## config.mk

```make
export PLATFORM = sky130hd
export DESIGN_NAME = multicycle_control_fsm_flat
export DESIGN_NICKNAME = d
export VERILOG_FILES = /design/src/rtl/multicycle_control_fsm_pkg.sv /design/src/rtl/multicycle_control_fsm_if.sv /design/src/rtl/multicycle_control_fsm_alu_decoder.sv /design/src/rtl/multicycle_control_fsm.sv /design/src/flat_wrapper.sv
export SDC_FILE = /design/constraint.sdc
export NUM_CORES = 1
export LEC_CHECK = 0
export BUFFER_PORTS_ARGS = -buffer_cell sky130_fd_sc_hd__buf_2
export CAP_MARGIN = 20
export CORE_ASPECT_RATIO = 0.8
export CORE_MARGIN = 5
export CORE_UTILIZATION = 37
export CTS_BUF_LIST = sky130_fd_sc_hd__clkbuf_8
export DETAILED_ROUTE_END_ITERATION = 7
export GPL_TIMING_DRIVEN = 0
export PLACE_DENSITY = 0.77
export SLEW_MARGIN = 30
export SYNTH_ARGS = -nofsm -noshare
export SYNTH_HDL_FRONTEND = slang
export SYNTH_HIERARCHICAL = 1
export SYNTH_SLANG_ARGS = --single-unit
```

## constraint.sdc

```tcl
create_clock -name clk -period 1.4 [get_ports clk]
set_input_delay 0.14 -clock clk [delete_from_list [all_inputs] [get_ports clk]]
set_output_delay 0.14 -clock clk [all_outputs]
set_load 0.005 [all_outputs]
```

## src/rtl/multicycle_control_fsm_pkg.sv

```systemverilog
// ---------------------------------------------------------------------------
// processor_pkg
// Shared definitions for the RV32I-subset multi-cycle control path:
//   - major opcode constants and the funct7 values the decoder recognises
//   - alu_op_e      : ALU operation encoding driven to the datapath
//   - ctrl_state_e  : sequencer states
//   - pc_src / wb_sel mux encodings
//   - funct3_alu_op : funct3/funct7 -> ALU operation for R-type and I-ALU
// ---------------------------------------------------------------------------
package processor_pkg;

    localparam logic [6:0] OPC_RTYPE  = 7'b0110011;
    localparam logic [6:0] OPC_IALU   = 7'b0010011;
    localparam logic [6:0] OPC_LUI    = 7'b0110111;
    localparam logic [6:0] OPC_LOAD   = 7'b0000011;
    localparam logic [6:0] OPC_STORE  = 7'b0100011;
    localparam logic [6:0] OPC_BRANCH = 7'b1100011;
    localparam logic [6:0] OPC_JAL    = 7'b1101111;

    localparam logic [6:0] F7_BASE = 7'b0000000;
    localparam logic [6:0] F7_ALT  = 7'b0100000;

    localparam logic [2:0] F3_WORD = 3'b010;

    typedef enum logic [3:0] {
        ALU_ADD   = 4'd0,
        ALU_SUB   = 4'd1,
        ALU_AND   = 4'd2,
        ALU_OR    = 4'd3,
        ALU_XOR   = 4'd4,
        ALU_SLL   = 4'd5,
        ALU_SRL   = 4'd6,
        ALU_SRA   = 4'd7,
        ALU_SLT   = 4'd8,
        ALU_SLTU  = 4'd9,
        ALU_PASSB = 4'd10
    } alu_op_e;

    typedef enum logic [2:0] {
        ST_FETCH,
        ST_DECODE,
        ST_EXEC,
        ST_MEM,
        ST_WB,
        ST_TRAP
    } ctrl_state_e;

    localparam logic [1:0] PC_SRC_PLUS4  = 2'd0;
    localparam logic [1:0] PC_SRC_TARGET = 2'd1;

    localparam logic [1:0] WB_SEL_ALU = 2'd0;
    localparam logic [1:0] WB_SEL_MEM = 2'd1;
    localparam logic [1:0] WB_SEL_PC4 = 2'd2;

    // R-type and I-ALU share one funct3 table. The only difference is that
    // an immediate add has no subtract form, so funct7 may only select SUB
    // when the second operand is a register.
    function automatic alu_op_e funct3_alu_op(input logic [2:0] f3,
                                              input logic [6:0] f7,
                                              input logic       is_reg);
        alu_op_e op;
        case (f3)
            3'b000:  op = (is_reg && (f7 == F7_ALT)) ? ALU_SUB : ALU_ADD;
            3'b001:  op = ALU_SLL;
            3'b010:  op = ALU_SLT;
            3'b011:  op = ALU_SLTU;
            3'b100:  op = ALU_XOR;
            3'b101:  op = f7[5] ? ALU_SRA : ALU_SRL;
            3'b110:  op = ALU_OR;
            3'b111:  op = ALU_AND;
            default: op = ALU_ADD;
        endcase
        return op;
    endfunction

endpackage

```

## src/rtl/multicycle_control_fsm_if.sv

```systemverilog
// ---------------------------------------------------------------------------
// multicycle_control_fsm_if
// Bundle between the control sequencer and the datapath/memory side.
//   Instruction fields : opcode, funct3, funct7   (from the IR)
//   Status             : alu_zero, mem_ready
//   Memory controls    : mem_req, mem_we, mem_addr_sel
//   Datapath controls  : ir_write, pc_write, pc_src, reg_write, alu_src_b,
//                        alu_operation, wb_sel
//   Status outputs     : instr_done, illegal_instr
//   Counters           : cycle_count, instret_count (CNT_WIDTH bits)
// Modports:
//   master : the control FSM (drives controls, reads IR fields/status)
//   slave  : the datapath side (drives IR fields/status, reads controls)
// ---------------------------------------------------------------------------
interface multicycle_control_fsm_if #(
    parameter int CNT_WIDTH = 32
);
    import processor_pkg::*;

    logic [6:0]           opcode;
    logic [2:0]           funct3;
    logic [6:0]           funct7;
    logic                 alu_zero;
    logic                 mem_ready;

    logic                 mem_req;
    logic                 mem_we;
    logic                 mem_addr_sel;
    logic                 ir_write;
    logic                 pc_write;
    logic [1:0]           pc_src;
    logic                 reg_write;
    logic                 alu_src_b;
    alu_op_e              alu_operation;
    logic [1:0]           wb_sel;
    logic                 instr_done;
    logic                 illegal_instr;
    logic [CNT_WIDTH-1:0] cycle_count;
    logic [CNT_WIDTH-1:0] instret_count;

    modport master (
        input  opcode, funct3, funct7, alu_zero, mem_ready,
        output mem_req, mem_we, mem_addr_sel, ir_write, pc_write, pc_src,
               reg_write, alu_src_b, alu_operation, wb_sel, instr_done,
               illegal_instr, cycle_count, instret_count
    );

    modport slave (
        output opcode, funct3, funct7, alu_zero, mem_ready,
        input  mem_req, mem_we, mem_addr_sel, ir_write, pc_write, pc_src,
               reg_write, alu_src_b, alu_operation, wb_sel, instr_done,
               illegal_instr, cycle_count, instret_count
    );

endinterface

```

## src/rtl/multicycle_control_fsm_alu_decoder.sv

```systemverilog
// ---------------------------------------------------------------------------
// alu_decoder
// Purely combinational instruction decode for the control FSM.
//   opcode_i, funct3_i, funct7_i : instruction fields from the IR
//   alu_op_o                     : ALU operation for this instruction
//   illegal_o                    : encoding is outside the supported subset
// ---------------------------------------------------------------------------
module alu_decoder
    import processor_pkg::*;
(
    input  logic [6:0] opcode_i,
    input  logic [2:0] funct3_i,
    input  logic [6:0] funct7_i,
    output alu_op_e    alu_op_o,
    output logic       illegal_o
);

    // Per-opcode ALU selection and legality. Only R-type constrains funct7;
    // I-ALU shifts read funct7[5] but any other funct7 bits are accepted.
    always_comb begin
        alu_op_o  = ALU_ADD;
        illegal_o = 1'b0;
        case (opcode_i)
            OPC_RTYPE: begin
                alu_op_o = funct3_alu_op(funct3_i, funct7_i, 1'b1);
                if ((funct7_i != F7_BASE) && (funct7_i != F7_ALT)) begin
                    illegal_o = 1'b1;
                end else if ((funct7_i == F7_ALT) &&
                             (funct3_i != 3'b000) && (funct3_i != 3'b101)) begin
                    illegal_o = 1'b1;
                end
            end
            OPC_IALU: begin
                alu_op_o = funct3_alu_op(funct3_i, funct7_i, 1'b0);
            end
            OPC_LUI: begin
                alu_op_o = ALU_PASSB;
            end
            OPC_LOAD, OPC_STORE: begin
                alu_op_o  = ALU_ADD;
                illegal_o = (funct3_i != F3_WORD);
            end
            OPC_BRANCH: begin
                // Only BEQ/BNE exist, i.e. funct3 must be 00x.
                alu_op_o  = ALU_SUB;
                illegal_o = (funct3_i[2:1] != 2'b00);
            end
            OPC_JAL: begin
                alu_op_o = ALU_ADD;
            end
            default: begin
                illegal_o = 1'b1;
            end
        endcase
    end

endmodule

```

## src/rtl/multicycle_control_fsm.sv

```systemverilog
// ---------------------------------------------------------------------------
// multicycle_control_fsm
// Multi-cycle sequencer for the RV32I-subset datapath. Steps the shared
// ALU, register file, PC and single memory port through
// FETCH / DECODE / EXEC / MEM / WB and parks in TRAP on illegal encodings.
//   clk    : clock
//   reset  : asynchronous active-high reset
//   bus    : multicycle_control_fsm_if.master (IR fields, status, controls)
// Parameter CNT_WIDTH sets the width of the performance counters.
// Optional feature macro CTRL_PERF_CNT_EN: when defined, cycle_count and
// instret_count are live counters; otherwise both outputs are tied to 0.
// ---------------------------------------------------------------------------
module multicycle_control_fsm
    import processor_pkg::*;
#(
    parameter int CNT_WIDTH = 32
) (
    input  logic                     clk,
    input  logic                     reset,
    multicycle_control_fsm_if.master bus
);

    ctrl_state_e state_q;
    ctrl_state_e state_d;

    alu_op_e     dec_alu_op;
    logic        dec_illegal;

    logic        is_rtype;
    logic        is_load;
    logic        is_store;
    logic        branch_taken;

    logic        mem_req;
    logic        mem_we;
    logic        mem_addr_sel;
    logic        ir_write;
    logic        pc_write;
    logic [1:0]  pc_src;
    logic        reg_write;
    logic        alu_src_b;
    alu_op_e     alu_operation;
    logic [1:0]  wb_sel;
    logic        instr_done;
    logic        illegal_instr;

    alu_decoder u_alu_decoder (
        .opcode_i  (bus.opcode),
        .funct3_i  (bus.funct3),
        .funct7_i  (bus.funct7),
        .alu_op_o  (dec_alu_op),
        .illegal_o (dec_illegal)
    );

    assign is_rtype = (bus.opcode == OPC_RTYPE);
    assign is_load  = (bus.opcode == OPC_LOAD);
    assign is_store = (bus.opcode == OPC_STORE);

    // funct3[0] distinguishes BNE from BEQ; other funct3 values never get
    // past DECODE.
    assign branch_taken = bus.funct3[0] ? ~bus.alu_zero : bus.alu_zero;

    // The only state register. Reset is asynchronous so the sequencer
    // restarts from FETCH as soon as reset rises.
    always_ff @(posedge clk or posedge reset) begin
        if (reset) begin
            state_q <= ST_FETCH;
        end else begin
            state_q <= state_d;
        end
    end

    // Next-state and control decode. Outputs are a function of the current
    // state and the IR fields; mem_ready only matters in FETCH and MEM.
    // The final reset override makes every enable and request drop the
    // moment reset rises, even mid-cycle, without waiting for the state
    // register to update.
    always_comb begin
        state_d       = state_q;
        mem_req       = 1'b0;
        mem_we        = 1'b0;
        mem_addr_sel  = 1'b0;
        ir_write      = 1'b0;
        pc_write      = 1'b0;
        pc_src        = PC_SRC_PLUS4;
        reg_write     = 1'b0;
        alu_src_b     = 1'b0;
        alu_operation = ALU_ADD;
        wb_sel        = WB_SEL_ALU;
        instr_done    = 1'b0;
        illegal_instr = 1'b0;

        // The IR is stable from DECODE until the instruction retires, so
        // the decoded operation can be presented for that whole window.
        if ((state_q != ST_FETCH) && (state_q != ST_TRAP)) begin
            alu_operation = dec_alu_op;
        end

        case (state_q)
            ST_FETCH: begin
                mem_req      = 1'b1;
                mem_addr_sel = 1'b0;
                if (bus.mem_ready) begin
                    ir_write = 1'b1;
                    pc_write = 1'b1;
                    pc_src   = PC_SRC_PLUS4;
                    state_d  = ST_DECODE;
                end
            end

            ST_DECODE: begin
                state_d = dec_illegal ? ST_TRAP : ST_EXEC;
            end

            ST_EXEC: begin
                case (bus.opcode)
                    OPC_RTYPE: begin
                        alu_src_b = 1'b0;
                        state_d   = ST_WB;
                    end
                    OPC_IALU, OPC_LUI: begin
                        alu_src_b = 1'b1;
                        state_d   = ST_WB;
                    end
                    OPC_LOAD, OPC_STORE: begin
                        alu_src_b = 1'b1;
                        state_d   = ST_MEM;
                    end
                    OPC_BRANCH: begin
                        alu_src_b  = 1'b0;
                        pc_write   = branch_taken;
                        pc_src     = branch_taken ? PC_SRC_TARGET : PC_SRC_PLUS4;
                        instr_done = 1'b1;
                        state_d    = ST_FETCH;
                    end
                    OPC_JAL: begin
                        pc_write   = 1'b1;
                        pc_src     = PC_SRC_TARGET;
                        reg_write  = 1'b1;
                        wb_sel     = WB_SEL_PC4;
                        instr_done = 1'b1;
                        state_d    = ST_FETCH;
                    end
                    default: begin
                        state_d = ST_FETCH;
                    end
                endcase
            end

            ST_MEM: begin
                // Keep the address operands steady while memory stalls.
                mem_req      = 1'b1;
                mem_addr_sel = 1'b1;
                mem_we       = is_store;
                alu_src_b    = 1'b1;
                if (bus.mem_ready) begin
                    if (is_store) begin
                        instr_done = 1'b1;
                        state_d    = ST_FETCH;
                    end else begin
                        state_d    = ST_WB;
                    end
                end
            end

            ST_WB: begin
                reg_write  = 1'b1;
                alu_src_b  = ~is_rtype;
                wb_sel     = is_load ? WB_SEL_MEM : WB_SEL_ALU;
                instr_done = 1'b1;
                state_d    = ST_FETCH;
            end

            ST_TRAP: begin
                illegal_instr = 1'b1;
            end

            default: begin
                state_d = ST_FETCH;
            end
        endcase

        if (reset) begin
            mem_req       = 1'b0;
            mem_we        = 1'b0;
            ir_write      = 1'b0;
            pc_write      = 1'b0;
            reg_write     = 1'b0;
            instr_done    = 1'b0;
            illegal_instr = 1'b0;
        end
    end

    assign bus.mem_req       = mem_req;
    assign bus.mem_we        = mem_we;
    assign bus.mem_addr_sel  = mem_addr_sel;
    assign bus.ir_write      = ir_write;
    assign bus.pc_write      = pc_write;
    assign bus.pc_src        = pc_src;
    assign bus.reg_write     = reg_write;
    assign bus.alu_src_b     = alu_src_b;
    assign bus.alu_operation = alu_operation;
    assign bus.wb_sel        = wb_sel;
    assign bus.instr_done    = instr_done;
    assign bus.illegal_instr = illegal_instr;

`ifdef CTRL_PERF_CNT_EN
    logic [CNT_WIDTH-1:0] cycle_count_q;
    logic [CNT_WIDTH-1:0] instret_count_q;

    // Performance counters wrap naturally at 2^CNT_WIDTH. They stop in
    // TRAP so the values left behind describe the program up to the fault.
    always_ff @(posedge clk or posedge reset) begin
        if (reset) begin
            cycle_count_q   <= '0;
            instret_count_q <= '0;
        end else if (state_q != ST_TRAP) begin
            cycle_count_q <= cycle_count_q + CNT_WIDTH'(1);
            if (instr_done) begin
                instret_count_q <= instret_count_q + CNT_WIDTH'(1);
            end
        end
    end

    assign bus.cycle_count   = cycle_count_q;
    assign bus.instret_count = instret_count_q;
`else
    assign bus.cycle_count   = {CNT_WIDTH{1'b0}};
    assign bus.instret_count = {CNT_WIDTH{1'b0}};
`endif

endmodule

```

## src/flat_wrapper.sv

```systemverilog
// flat-port wrapper written by rule: the top's interface ports become plain ports
module multicycle_control_fsm_flat import processor_pkg::*;
#(
    parameter int CNT_WIDTH = 32
)
  (clk, reset, bus_opcode, bus_funct3, bus_funct7, bus_alu_zero, bus_mem_ready, bus_mem_req, bus_mem_we, bus_mem_addr_sel, bus_ir_write, bus_pc_write, bus_pc_src, bus_reg_write, bus_alu_src_b, bus_alu_operation, bus_wb_sel, bus_instr_done, bus_illegal_instr, bus_cycle_count, bus_instret_count);
  multicycle_control_fsm_if #(.CNT_WIDTH(CNT_WIDTH)) bus_i ();
  input  logic clk;
  input  logic reset;
  input wire logic [$bits(bus_i.opcode)-1:0] bus_opcode;
  input wire logic [$bits(bus_i.funct3)-1:0] bus_funct3;
  input wire logic [$bits(bus_i.funct7)-1:0] bus_funct7;
  input wire logic [$bits(bus_i.alu_zero)-1:0] bus_alu_zero;
  input wire logic [$bits(bus_i.mem_ready)-1:0] bus_mem_ready;
  output wire logic [$bits(bus_i.mem_req)-1:0] bus_mem_req;
  output wire logic [$bits(bus_i.mem_we)-1:0] bus_mem_we;
  output wire logic [$bits(bus_i.mem_addr_sel)-1:0] bus_mem_addr_sel;
  output wire logic [$bits(bus_i.ir_write)-1:0] bus_ir_write;
  output wire logic [$bits(bus_i.pc_write)-1:0] bus_pc_write;
  output wire logic [$bits(bus_i.pc_src)-1:0] bus_pc_src;
  output wire logic [$bits(bus_i.reg_write)-1:0] bus_reg_write;
  output wire logic [$bits(bus_i.alu_src_b)-1:0] bus_alu_src_b;
  output wire logic [$bits(bus_i.alu_operation)-1:0] bus_alu_operation;
  output wire logic [$bits(bus_i.wb_sel)-1:0] bus_wb_sel;
  output wire logic [$bits(bus_i.instr_done)-1:0] bus_instr_done;
  output wire logic [$bits(bus_i.illegal_instr)-1:0] bus_illegal_instr;
  output wire logic [$bits(bus_i.cycle_count)-1:0] bus_cycle_count;
  output wire logic [$bits(bus_i.instret_count)-1:0] bus_instret_count;
  assign bus_i.opcode = bus_opcode;
  assign bus_i.funct3 = bus_funct3;
  assign bus_i.funct7 = bus_funct7;
  assign bus_i.alu_zero = bus_alu_zero;
  assign bus_i.mem_ready = bus_mem_ready;
  assign bus_mem_req = bus_i.mem_req;
  assign bus_mem_we = bus_i.mem_we;
  assign bus_mem_addr_sel = bus_i.mem_addr_sel;
  assign bus_ir_write = bus_i.ir_write;
  assign bus_pc_write = bus_i.pc_write;
  assign bus_pc_src = bus_i.pc_src;
  assign bus_reg_write = bus_i.reg_write;
  assign bus_alu_src_b = bus_i.alu_src_b;
  assign bus_alu_operation = bus_i.alu_operation;
  assign bus_wb_sel = bus_i.wb_sel;
  assign bus_instr_done = bus_i.instr_done;
  assign bus_illegal_instr = bus_i.illegal_instr;
  assign bus_cycle_count = bus_i.cycle_count;
  assign bus_instret_count = bus_i.instret_count;
  multicycle_control_fsm #(.CNT_WIDTH(CNT_WIDTH)) u_core (.clk(clk), .reset(reset), .bus(bus_i));
endmodule
```

# ---- Word-level counts from Yosys, hierarchy flattened
# Cells that the tools add are included.
# Widths: inputs -> output; s select.
dict set report totals {
  memories 0
  register_bits 3
  rom_bits 0
  out_inout_bits 81
  ram_bits 0
  latch_bits 0
  word_cells 92
  inputBits 21
}
dict set report classes {
  magnitude_cmp 0
  n_mul 0
  addsub 0
  shifts 0
  n_div 0
  mux 45
  n_eq_ne 26
  reduce_logical 17
  bitwise_logic 3
}
# operator n
set ops {}
lappend ops {{$pmux 4 s8} 2}
lappend ops {{$eq 7x6->1 const B} 4}
lappend ops {{$mux 1} 25}
lappend ops {{$eq 3x3->1 const B} 6}
lappend ops {{$pmux 4 s4} 1}
lappend ops {{$pmux 3 s5} 1}
lappend ops {{$eq 7x7->1 const B} 2}
lappend ops {{$eq 3x2->1 const B} 4}
lappend ops {{$mux 3} 4}
lappend ops {{$pmux 2 s2} 2}
lappend ops {{$eq 7x2->1 const B} 1}
lappend ops {{$eq 7x5->1 const B} 1}
lappend ops {{$ne 7x6->1 const B} 1}
lappend ops {{$reduce_bool 7->1} 1}
lappend ops {{$eq 3x1->1 const B} 2}
lappend ops {{$logic_not 3->1} 2}
lappend ops {{$ne 3x3->1 const B} 2}
lappend ops {{$pmux 1 s2} 3}
lappend ops {{$pmux 1 s3} 2}
lappend ops {{$pmux 3 s2} 1}
lappend ops {{$reduce_bool 3->1} 2}
lappend ops {{$reduce_or 2->1} 3}
lappend ops {{$reduce_or 3->1} 2}
lappend ops {{$logic_and 1x1->1} 4}
lappend ops {{other kinds (9)} 13}

# ---- Depth between registers and ports, before layout
dict set report depth {
  word_depth 8
  depth_mapped 8
  ltp_nobuf 7
}

# ---- By module
# Netlist, hierarchy kept.
# mod cells_each area_per_inst_um2 n_inst
set modules_own_cells {}
lappend modules_own_cells {multicycle_control_fsm 131 1014.7 1}
lappend modules_own_cells {alu_decoder 38 235.2 1}

# ---- Worst setup path before layout
# OpenSTA, ideal clock, no wires.
dict set report synth_path {
  path_type {input to register}
  startpoint {input bus_funct7[3]}
  endpoint {register u_core.state_q[2]}
  required_time_ps 1263
  path_buffers 0
  path_slack_ps -28
  stages 6
  arrival_ps 1291
  cell_sequence {or4_4 -> nor3_2 -> a211o_2 -> o211ai_1 -> o21ai_0 -> a32oi_1}
}
dict set report synth_between {
  elab_chain_len 8
}
# element line
set synth_lines {}
lappend synth_lines {{start, declared} flat_wrapper.sv:12} ;# input wire logic [$bits(bus_i.funct7)-1:0] bus_funct7;
lappend synth_lines {{$eq 7x6->1} -}
lappend synth_lines {{$logic_and 1x1->1} multicycle_control_fsm_alu_decoder.sv:28} ;# end else if ((funct7_i == F7_ALT) &&
lappend synth_lines {{$logic_and 1x1->1} multicycle_control_fsm_alu_decoder.sv:29} ;# (funct3_i != 3'b000) && (funct3_i != 3'b101)) begin
lappend synth_lines {{$mux 1} multicycle_control_fsm_alu_decoder.sv:28}
lappend synth_lines {{$mux 1 (*)} multicycle_control_fsm_alu_decoder.sv:26} ;# if ((funct7_i != F7_BASE) && (funct7_i != F7_ALT)) begin
lappend synth_lines {{$pmux 1 s4 (*)} multicycle_control_fsm_alu_decoder.sv:23} ;# case (opcode_i)
lappend synth_lines {{net u_core.dec_illegal} multicycle_control_fsm.sv:27} ;# logic dec_illegal;
lappend synth_lines {{$mux 3 (*)} multicycle_control_fsm.sv:112} ;# state_d = dec_illegal ? ST_TRAP : ST_EXEC;
lappend synth_lines {{$pmux 3 s5 (*)} multicycle_control_fsm.sv:99} ;# case (state_q)
lappend synth_lines {{end signal, assigned} multicycle_control_fsm.sv:69} ;# state_q <= state_d;
lappend synth_lines {{end, declared} multicycle_control_fsm.sv:23} ;# ctrl_state_e state_q;
# Mark *: on every way through the listed nets, which the timed path passes. The rest lies on a longest branch.
# A chain may end at the register's enable or synchronous reset.

# ---- Worst setup path after layout
dict set report layout_path {
  startpoint {register u_core.state_q[0]}
  endpoint {output bus_instr_done}
}
dict set report layout_between {
  elab_chain_len 3
}
# element line
set layout_lines {}
lappend layout_lines {{$eq 3x3->1 / $eq 3x2->1 (equally long branches)} multicycle_control_fsm.sv:99}
lappend layout_lines {{$pmux 1 s3 (*)} multicycle_control_fsm.sv:99}
lappend layout_lines {{$mux 1 (*)} multicycle_control_fsm.sv:183} ;# if (reset) begin
lappend layout_lines {{end, declared} flat_wrapper.sv:25} ;# output wire logic [$bits(bus_i.instr_done)-1:0] bus_instr_done;
# Every way passes the cells marked *; elsewhere a longest branch is shown, timed or not.

==> flow_summary_export.csv <==
group,metric,value,unit
synth,synth_top_cell_by_area,"buf_4",
pwr,leakage,1.12,nW
critical_path,slowest_delay,0.43,ns
place,dp_hpwl,2.68,mm
sta,setup_viol,14,
status,violations,"negative setup slack",
synth,syn-instance-count,169,
critical_path,path_buf_inv,1,
sta,rsz0062_at_grt,"yes",
synth,yosys_most_used_dff,"dfrtp_1",
final_layout,top_register,"u_core/state_q",
floorplanning,dieArea,0.00465,mm²
floorplanning,die_w,75.0,µm
critical_path,crit_type,"register to output port",
critical_path,cp.required,1.26,ns
floorplanning,coreArea,0.00318,mm²
global_routing,grt_first_pass_wirelength,4.91,mm
min_path,hold_path_class,"primary input to register",
job,drv_cap,0,
global_routing,grt_start_max_net_pins,12,
routing,num_vias,1280,
clocking,cts_tree,"yes",
global_routing,grt_pass1_vias,1113,
final_layout,drive_gt1_frac,0.487,
clocking,root_buffer,"clkbuf_8",
synth,ys_types,50,
critical_path,worstPathArrival,1.56,ns
synth,synth_top_area_frac,0.396,
pwr,power_density,629,mW/mm²
synth,synth.avg_cell_area,7.40,µm²
sta,post-route-min-period,1.70,ns
routing,wl,3.33,mm
routing,ant_nets,0,
final_layout,instances_no_fill,319,
floorplanning,rows,18,
pwr,vdd_ir_drop_max,422,µV
routing,vias_per_cell,4.01,
sta,layout_setup_ws,-0.297,ns
routing,detail_route.drc_violations,0,
clocking,clk_latency,0.21,ns
critical_path,cp-start-kind,"register",
place,gp_congestion,0.861,
synth,netlist_area,0.00125,mm²
final_layout,reg.largest.list,"u_core/state_q (3)",
routing,first_pass_iters,4,
floorplanning,die_h,62.0,µm
synth,synth_edf_count,0,
final_layout,syn_to_final_growth,52.6,%
clocking,cts_max_level,1,
routing,drt-initial-drc-count,82,
clocking,clk_pin_slew,0.03,ns
synth,async_reset_ff_frac,1.00,
global_routing,antenna_found_initial,0,
final_layout,largest_reg_flops,3,
sta,slew_viol_final,0,
global_routing,grt_usage,0.132,
clocking,cts.sinks,3,
floorplanning,io_pins,102,
synth,ys_warn_count,6,
place,portBuffers,35,
sta,skew,0.00267,ns
final_layout,nets,301,
clocking,cts_max_path_buffers,2,
global_routing,overflow,0,
routing,wl_per_cell,10.4,µm
sta,max_freq,0.589,GHz
floorplanning,initial_core_util,0.394,
critical_path,end_kind,"output port",
synth,synth-seq-cells,3,
place,placedCellCount,308,
final_layout,fillCellCount,303,
synth,seq_area_frac_synth,0.0601,
critical_path,path_delay_family,"flip-flops",
final_layout,antennaDiodeCount,0,
status,status,"finished, violations left",
sta,whs,0.283,ns
critical_path,path_max_fanout,4,
clocking,numCtsBuffers,3,
critical_path,path_cells,"or2_4, nor3_4, a21boi_1, a221oi_2, buf_2",
synth,synth_area_leaders,"buf_4, dfrtp_1, nor2b_1",
critical_path,critPathSlowestCell,"dfrtp_2",
sta,fin_crit_sh,1.21,
sta,hold_violations,0,
layout by cell type (no fill, tap or decap), drive strengths merged, types with 2 or more instances in the layout:
master	instances
buf	109
conb	65
nand2	10
o21ai	9
inv	8
nor2b	8
nor2	7
nor3	5
a21oi	4
clkbuf	3
nand4	3
a22oi	3
dfrtp	3
or2	2
nor4b	2
xnor2	2
and2	2
mux2i	2
xor2	2
nand2b	2
a31oi	2
nand3	2
a211o	2
and4	2
nor4	2
area by class of cell:
type	count	area [µm²]	area share
multi-input combinational	155	948	0.497
buffer	68	512	0.268
timing repair buffer	42	249	0.131
sequential	3	76.3	0.0400
tap	40	50.0	0.0262
clock buffer	3	41.3	0.0217
inverter	7	26.3	0.0138
clock inverter	1	3.75	0.00197
path summary, 6_finish.rpt:
check	from	endpoint	slack, ns	cells after the start
setup / recovery	u_core/state_q[0]	bus_instr_done	-0.30	5
hold / removal	bus_opcode[4]	u_core/state_q[2]	0.28	3
setup reg to reg	u_core/state_q[0]	u_core/state_q[0]	0.01	5
hold reg to reg	u_core/state_q[2]	u_core/state_q[1]	0.66	2
max in group asynchronous	reset	u_core/state_q[0]	0.71	3
min in group asynchronous	reset	u_core/state_q[2]	0.51	3
what timing repair did:
| action | 4_1_cts | 5_1_grt |
|---|---|---|
| buffers inserted | 5 | 1 |
| hold buffers | 1 | 0 |
| pin swaps | 7 | 7 |
| resized for setup | 13 | 8 |
| setup endpoints to repair | 16 | 18 |
| hold endpoints to repair | 3 | 0 |
logic make-up (layout without fill, tap and decap cells):
kind of cell,count (synthesis),count (layout),share of synthesized area
xor+xnor,4,4,0.0280
flops,3,3,0.0601
other cells,1,65,0.00300
buf+inv,75,121,0.425
compound gates,29,29,0.157
simple gates,55,55,0.310
mux,2,2,0.0160
Yosys cell counts (all sizes together), types with 3 or more instances:
cell / count
nor2b: 8
a22oi: 3
o21ai: 9
nand4: 3
dfrtp: 3
nor2: 7
nor3: 5
a21oi: 4
inv: 7
nand2: 10
buf: 68
metal layers:
metal	share of wire	up-vias	global-route usage
met5	0	-	0
met4	0	0	0.0152
met3	0.10	0	0.0305
met2	0.50	61	0.227
met1	0.39	546	0.174
li1	-	673	-
stage by stage:
stage | setup slack [ns] | utilization | total power [mW] | cell area, µm² | setup TNS [ns]
final | -0.297 | 0.600 | 1.20 | 1910 | -2.23
after global routing | -0.368 | 0.600 | 1.31 | 1910 | -3.49
after CTS | -0.284 | 0.587 | 1.13 | 1860 | -2.22
after detailed placement | -0.229 | 0.540 | 0.770 | 1720 | -1.59
after global placement | -0.233 | 0.540 | 0.766 | 1720 | -1.46
after floorplan | 0.0181 | - | 0.613 | 1490 | 0
report_power, final:
group	internal [mW]	switching (mW)
Combinational	0.406	0.399
Clock	0.187	0.0590
Sequential	0.118	0.0295
Total	0.712	0.488
worst min-delay path, delay by kind of cell:
kind,cells,cell delay (ns)
buf+inv,1,0.15
compound gates,1,0.09
simple gates,1,0.07
Note: power is estimated with default switching activity, not from simulation.
